$ cat config.mk
export PLATFORM = sky130hd
export DESIGN_NAME = bram_s2_byte_initiator
export DESIGN_NICKNAME = d
export VERILOG_FILES = /design/src/rtl/bram_s2_byte_initiator.sv
export SDC_FILE = /design/constraint.sdc
export NUM_CORES = 1
export LEC_CHECK = 0
export BUFFER_PORTS_ARGS = -buffer_cell sky130_fd_sc_hd__buf_2
export CORE_MARGIN = 10
export CORE_UTILIZATION = 50
export CTS_BUF_LIST = sky130_fd_sc_hd__clkbuf_4 sky130_fd_sc_hd__clkbuf_8 sky130_fd_sc_hd__clkbuf_16
export DETAILED_ROUTE_END_ITERATION = 12
export PLACE_DENSITY = 0.79
export SLEW_MARGIN = 40
export SYNTH_ARGS = -nofsm -noshare
export SYNTH_HDL_FRONTEND = slang
export SYNTH_SLANG_ARGS = --single-unit
$ cat constraint.sdc
create_clock -name CLK -period 1.92 [get_ports CLK]
set_input_delay 0.192 -clock CLK [delete_from_list [all_inputs] [get_ports CLK]]
set_output_delay 0.192 -clock CLK [all_outputs]
set_load 0.01 [all_outputs]
$ cat src/rtl/bram_s2_byte_initiator.sv
// Byte-wide initiator for a 2048x2 single-port block RAM with registered read data.
// Each byte occupies four consecutive 2-bit cells; slice k lives at {addr, k}.
// Writes take four RAM write cycles. Reads take four RAM read cycles plus one tail
// cycle, which covers the RAM's registered output, and then the assembled byte is
// presented on a valid/ready response channel.
module bram_s2_byte_initiator #(
    parameter int unsigned RAM_AW = 11
) (
    input  logic              CLK,
    input  logic              RST,
    // byte request channel
    input  logic              req_valid,
    output logic              req_ready,
    input  logic              req_we,
    input  logic [RAM_AW-3:0] req_addr,
    input  logic [7:0]        req_wdata,
    // byte response channel
    output logic              rsp_valid,
    input  logic              rsp_ready,
    output logic [7:0]        rsp_rdata,
    // RAM primitive side
    output logic [RAM_AW-1:0] ram_addr,
    output logic [1:0]        ram_di,
    output logic              ram_en,
    output logic              ram_we,
    output logic              ram_rst,
    input  logic [1:0]        ram_do
);

    typedef enum logic [2:0] {
        StIdle,
        StWr,
        StRd,
        StRdTail,
        StRsp
    } state_e;

    state_e            state_q, state_d;
    logic [1:0]        cnt_q, cnt_d;
    logic [RAM_AW-3:0] addr_q, addr_d;
    logic [7:0]        wdata_q, wdata_d;
    logic [7:0]        rdata_q, rdata_d;

    // RAM data lags the address by one cycle, so slot cnt-1 is the slice now on ram_do
    logic [1:0]        rd_slot;

    assign rd_slot = cnt_q - 2'd1;

    // Next-state logic: sequencing, request latching and read-data assembly
    always_comb begin
        state_d = state_q;
        cnt_d   = cnt_q;
        addr_d  = addr_q;
        wdata_d = wdata_q;
        rdata_d = rdata_q;

        unique case (state_q)
            StIdle: begin
                if (req_valid) begin
                    addr_d  = req_addr;
                    wdata_d = req_wdata;
                    cnt_d   = 2'd0;
                    if (req_we) begin
                        state_d = StWr;
                    end else begin
                        state_d = StRd;
                        rdata_d = 8'h00;
                    end
                end
            end

            StWr: begin
                // cnt wraps back to 0 after the last slice
                cnt_d = cnt_q + 2'd1;
                if (cnt_q == 2'd3) begin
                    state_d = StIdle;
                end
            end

            StRd: begin
                if (cnt_q != 2'd0) begin
                    rdata_d[{rd_slot, 1'b0} +: 2] = ram_do;
                end
                cnt_d = cnt_q + 2'd1;
                if (cnt_q == 2'd3) begin
                    state_d = StRdTail;
                end
            end

            StRdTail: begin
                rdata_d[7:6] = ram_do;
                state_d      = StRsp;
            end

            StRsp: begin
                if (rsp_ready) begin
                    state_d = StIdle;
                end
            end

            default: begin
                state_d = StIdle;
            end
        endcase
    end

    // RAM drive: active only while issuing slices, otherwise held at zero
    always_comb begin
        ram_en   = 1'b0;
        ram_we   = 1'b0;
        ram_addr = '0;
        ram_di   = 2'b00;

        unique case (state_q)
            StWr: begin
                ram_en   = 1'b1;
                ram_we   = 1'b1;
                ram_addr = {addr_q, cnt_q};
                ram_di   = wdata_q[{cnt_q, 1'b0} +: 2];
            end
            StRd: begin
                ram_en   = 1'b1;
                ram_addr = {addr_q, cnt_q};
            end
            default: begin
            end
        endcase
    end

    assign req_ready = (state_q == StIdle);
    assign rsp_valid = (state_q == StRsp);
    assign rsp_rdata = rdata_q;
    // The RAM output-latch reset is unused
    assign ram_rst   = 1'b0;

    // State register with synchronous active-high reset
    always_ff @(posedge CLK) begin
        if (RST) begin
            state_q <= StIdle;
            cnt_q   <= 2'd0;
            addr_q  <= '0;
            wdata_q <= 8'h00;
            rdata_q <= 8'h00;
        end else begin
            state_q <= state_d;
            cnt_q   <= cnt_d;
            addr_q  <= addr_d;
            wdata_q <= wdata_d;
            rdata_q <= rdata_d;
        end
    end

endmodule
==> summary.txt <==
Finish
  – Non-filler cells, final: 268
  – Filler cells: 277
  – Share of cells above drive strength 1: 29.8%
  – Ant diodes: 0
  – Final core occ: between 60 and 70%
  – Reg area: 602 um^2
  – Area Growth Syn to Fin: 22.2%
  – Nets: 263
  – Area of the multi-input gates: 858 um^2

Setup path
  – Critical Path RT: 1730 ps
  – Worst path arrival time: 1550 ps
  – Slowest CP cell: mux4_2
  – Type of origin of the critical path: flop
  – Crit path kind: flop to output pin
  – CP Cell Sequence: mux4_2, and2_1, buf_2
  – CP max stage delay: 510 ps
  – Worst Setup End Kind: output pin
  – CP max FO: 7
  – Reg2Reg Depth: 5

Yosys
  – Ys flop type: dfxtp_1
  – Synthesis Warnings: 0
  – Synth cell count leaders: nand2_1 (43), dfxtp_1 (30), a21oi_1 (24), and2_1 (12), nor2_1 (9)
  – Library cells used by synthesis: 34
  – Synthesized instance count: 186
  – Top area cells in the synthesized netlist: dfxtp_1 (39%), nand2_1 (11%), a21oi_1 (7.8%), mux2i_1 (5.2%), and2_1 (4.9%)
  – Syn_nets: 215
  – Post-synthesis sequential area ratio: 39.1%
  – Syn Area/Cell: 8.25 um^2
  – Most numerous cell in the Yosys netlist: nand2_1
  – Post-synth EDFFs: 0
  – Area leader, netlist: dfxtp_1
  – Netlist Area Pre-Place: 0.00154 mm^2
  – Synthesized flop and latch total: 30
  – Yosys top cell area share: 39.1%
  – Async set-or-reset flop fraction in the synthesized netlist: 0%

CTS
  – CTS Buf Count: 5
  – Root buffer cell: clkbuf_4
  – Clk_lat worst skew: 310 ps
  – CTS sink count: 30
  – CTS max path bufs: 2
  – Hold-fix buffers at CTS: 0
  – CTS tree: yes
  – Clock Pin Slew Worst Setup and Hold Paths: 90 ps
  – Postcts setup bufs: 0
  – H-tree Lvls: 2

Global route
  – Initial antenna violation count: 0
  – GRT overflow: 0
  – GRT Util Overall: 13.8%
  – First-pass GRT wire length: a little over 6 mm
  – Vias in the first global route: 1444
  – Largest net degree at the start of global routing: 34

STA
  – Max Freq: ~0.57 GHz
  – Fin. Hold Viols: 0
  – Max-slew violations: 0
  – RSZ-0062 raised after global routing: false
  – Setup TNS: 0 ps
  – Final worst path period need: 1750 ps
  – Final setup vio count: 0
  – Skew final: 5.36 ps
  – Worst-Margin Slew: 569 ps
  – Post-route clock period utilization: 91.0%
  – Slew margin rel.: 62.1%

Pwr
  – Pleak: between 0.8 and 0.9 nW
  – Peak VDD IR: 0.000571 V
  – Power Total: 1.70 mW
  – PwrDens: 905 mW/mm^2

Floorplanning
  – FP Rows: 20
  – Die area: ~0.0057 mm^2
  – DIE HEIGHT: 75.4 um
  – Boundary pin count: 50
  – Die Wd: 75.4 um
  – Core area: 0.00300 mm^2
  – Initial Util: 51.1%

Drt
  – Starting DRC count in detailed routing: 123
  – Drt drc: 0
  – Vias per cell: 5.21
  – Wire per inst: 13.7 um
  – Antenna-violating nets left: 0
  – DRT Wirelength: 3.67 mm
  – Drt pass-1 iters: 4
  – DR vias: ~1.4k

Place
  – GPL Wtd Cong: roughly 0.90
  – Hpwl dp: 2.71 mm
  – Dpl cells: 260
  – Port Buffers: between 40 and 50

Min path
  – Hold crit path type: primary input to flop
  – Hold Crit Depth: 3

Run
  – Max Cap Viol: 0

Status
  – Status: complete, no violations
-- path summary, 6_finish.rpt --
path / from / to / slack (ps)
hold reg to reg: wdata_q[5]$_SDFFE_PP0P_ / wdata_q[5]$_SDFFE_PP0P_ / 460
setup / recovery: cnt_q[0]$_SDFFE_PP0P_ / ram_di[0] / 170
setup reg to reg: cnt_q[1]$_SDFFE_PP0P_ / rsp_rdata[5]$_SDFFE_PP0P_ / 260
hold / removal: req_addr[6] / addr_q[6]$_SDFFE_PP0P_ / 100
-- area by class of cell --
cell class	instances	area share, %
Tap cell	33	2.20
Timing Repair Buffer	54	15.2
Inverter	3	0.600
Sequential cell	30	32.1
Multi-Input combinational cell	140	45.7
Clock buffer	8	4.20
-- metrics by stage --
step           cell area (um^2)  hold slack [ps]  setup slack [ps]
6_report                   1880              102               173
5_1_grt                    1880             94.8              72.4
4_1_cts                    1870             86.1              34.9
3_5_place_dp               1780              438               185
3_3_place_gp               1780              433               232
2_1_floorplan              1540              328               345
-- kinds of logic (layout without fill, tap and decap cells) --
family | count (synthesis) | in the layout | synth area share, %
flops | 30 | 30 | 39.1
buf+inv | 16 | 65 | 5.79
compound gates | 30 | 30 | 10.7
other cells | 1 | 1 | 0.244
fa+ha+maj | 5 | 5 | 4.07
simple gates | 93 | 93 | 30.9
xor+xnor | 1 | 1 | 1.06
mux | 10 | 10 | 8.15
-- metal layers --
metal,routed length [um],track usage [%]
met1,1640,16.4
met5,0,0
met3,335,5.60
met4,21,5.15
met2,1670,21.6
-- cell usage in the layout, fill, tap and decap left out, drive strengths merged, types with 2 or more instances in the layout --
cell type	synthesis	final
nor4b	3	3
and2	12	12
or3	2	2
nand2	43	43
nand3	4	4
nor3b	3	3
ha	5	5
mux2i	8	8
a21oi	24	24
inv	3	3
mux4	2	2
nand2b	6	6
nor3	4	4
a211oi	2	2
a22oi	2	2
clkbuf	4	8
buf	9	54
nor2	9	9
dfxtp	30	30
-- power breakdown --
part           total, mW  internal (mW)  switching, mW
logic              0.506          0.218          0.287
clock network      0.458          0.250          0.208
registers          0.734          0.680         0.0541
-- sequential cells by signal (all words and copies together), names as in the netlist --
register,flops
addr_q,9
cnt_q,2
rsp_rdata,8
state_q,3
wdata_q,8
-- what timing repair did --
| action | 4_1_cts | 5_1_grt |
|---|---|---|
| gates resized for setup | 1 | 3 |
| setup endpoints to repair | 10 | 13 |
| pin swaps | 0 | 0 |
| gates cloned | 0 | 0 |
-- critical path: cells and delay by family, from the launching register on --
family,cells,cell delay [ps]
multiplexers,1,510
flip-flops,1,430
AND/OR/NAND/NOR,1,170
buffers and inverters,1,130
(Power assumes the default switching activity.)
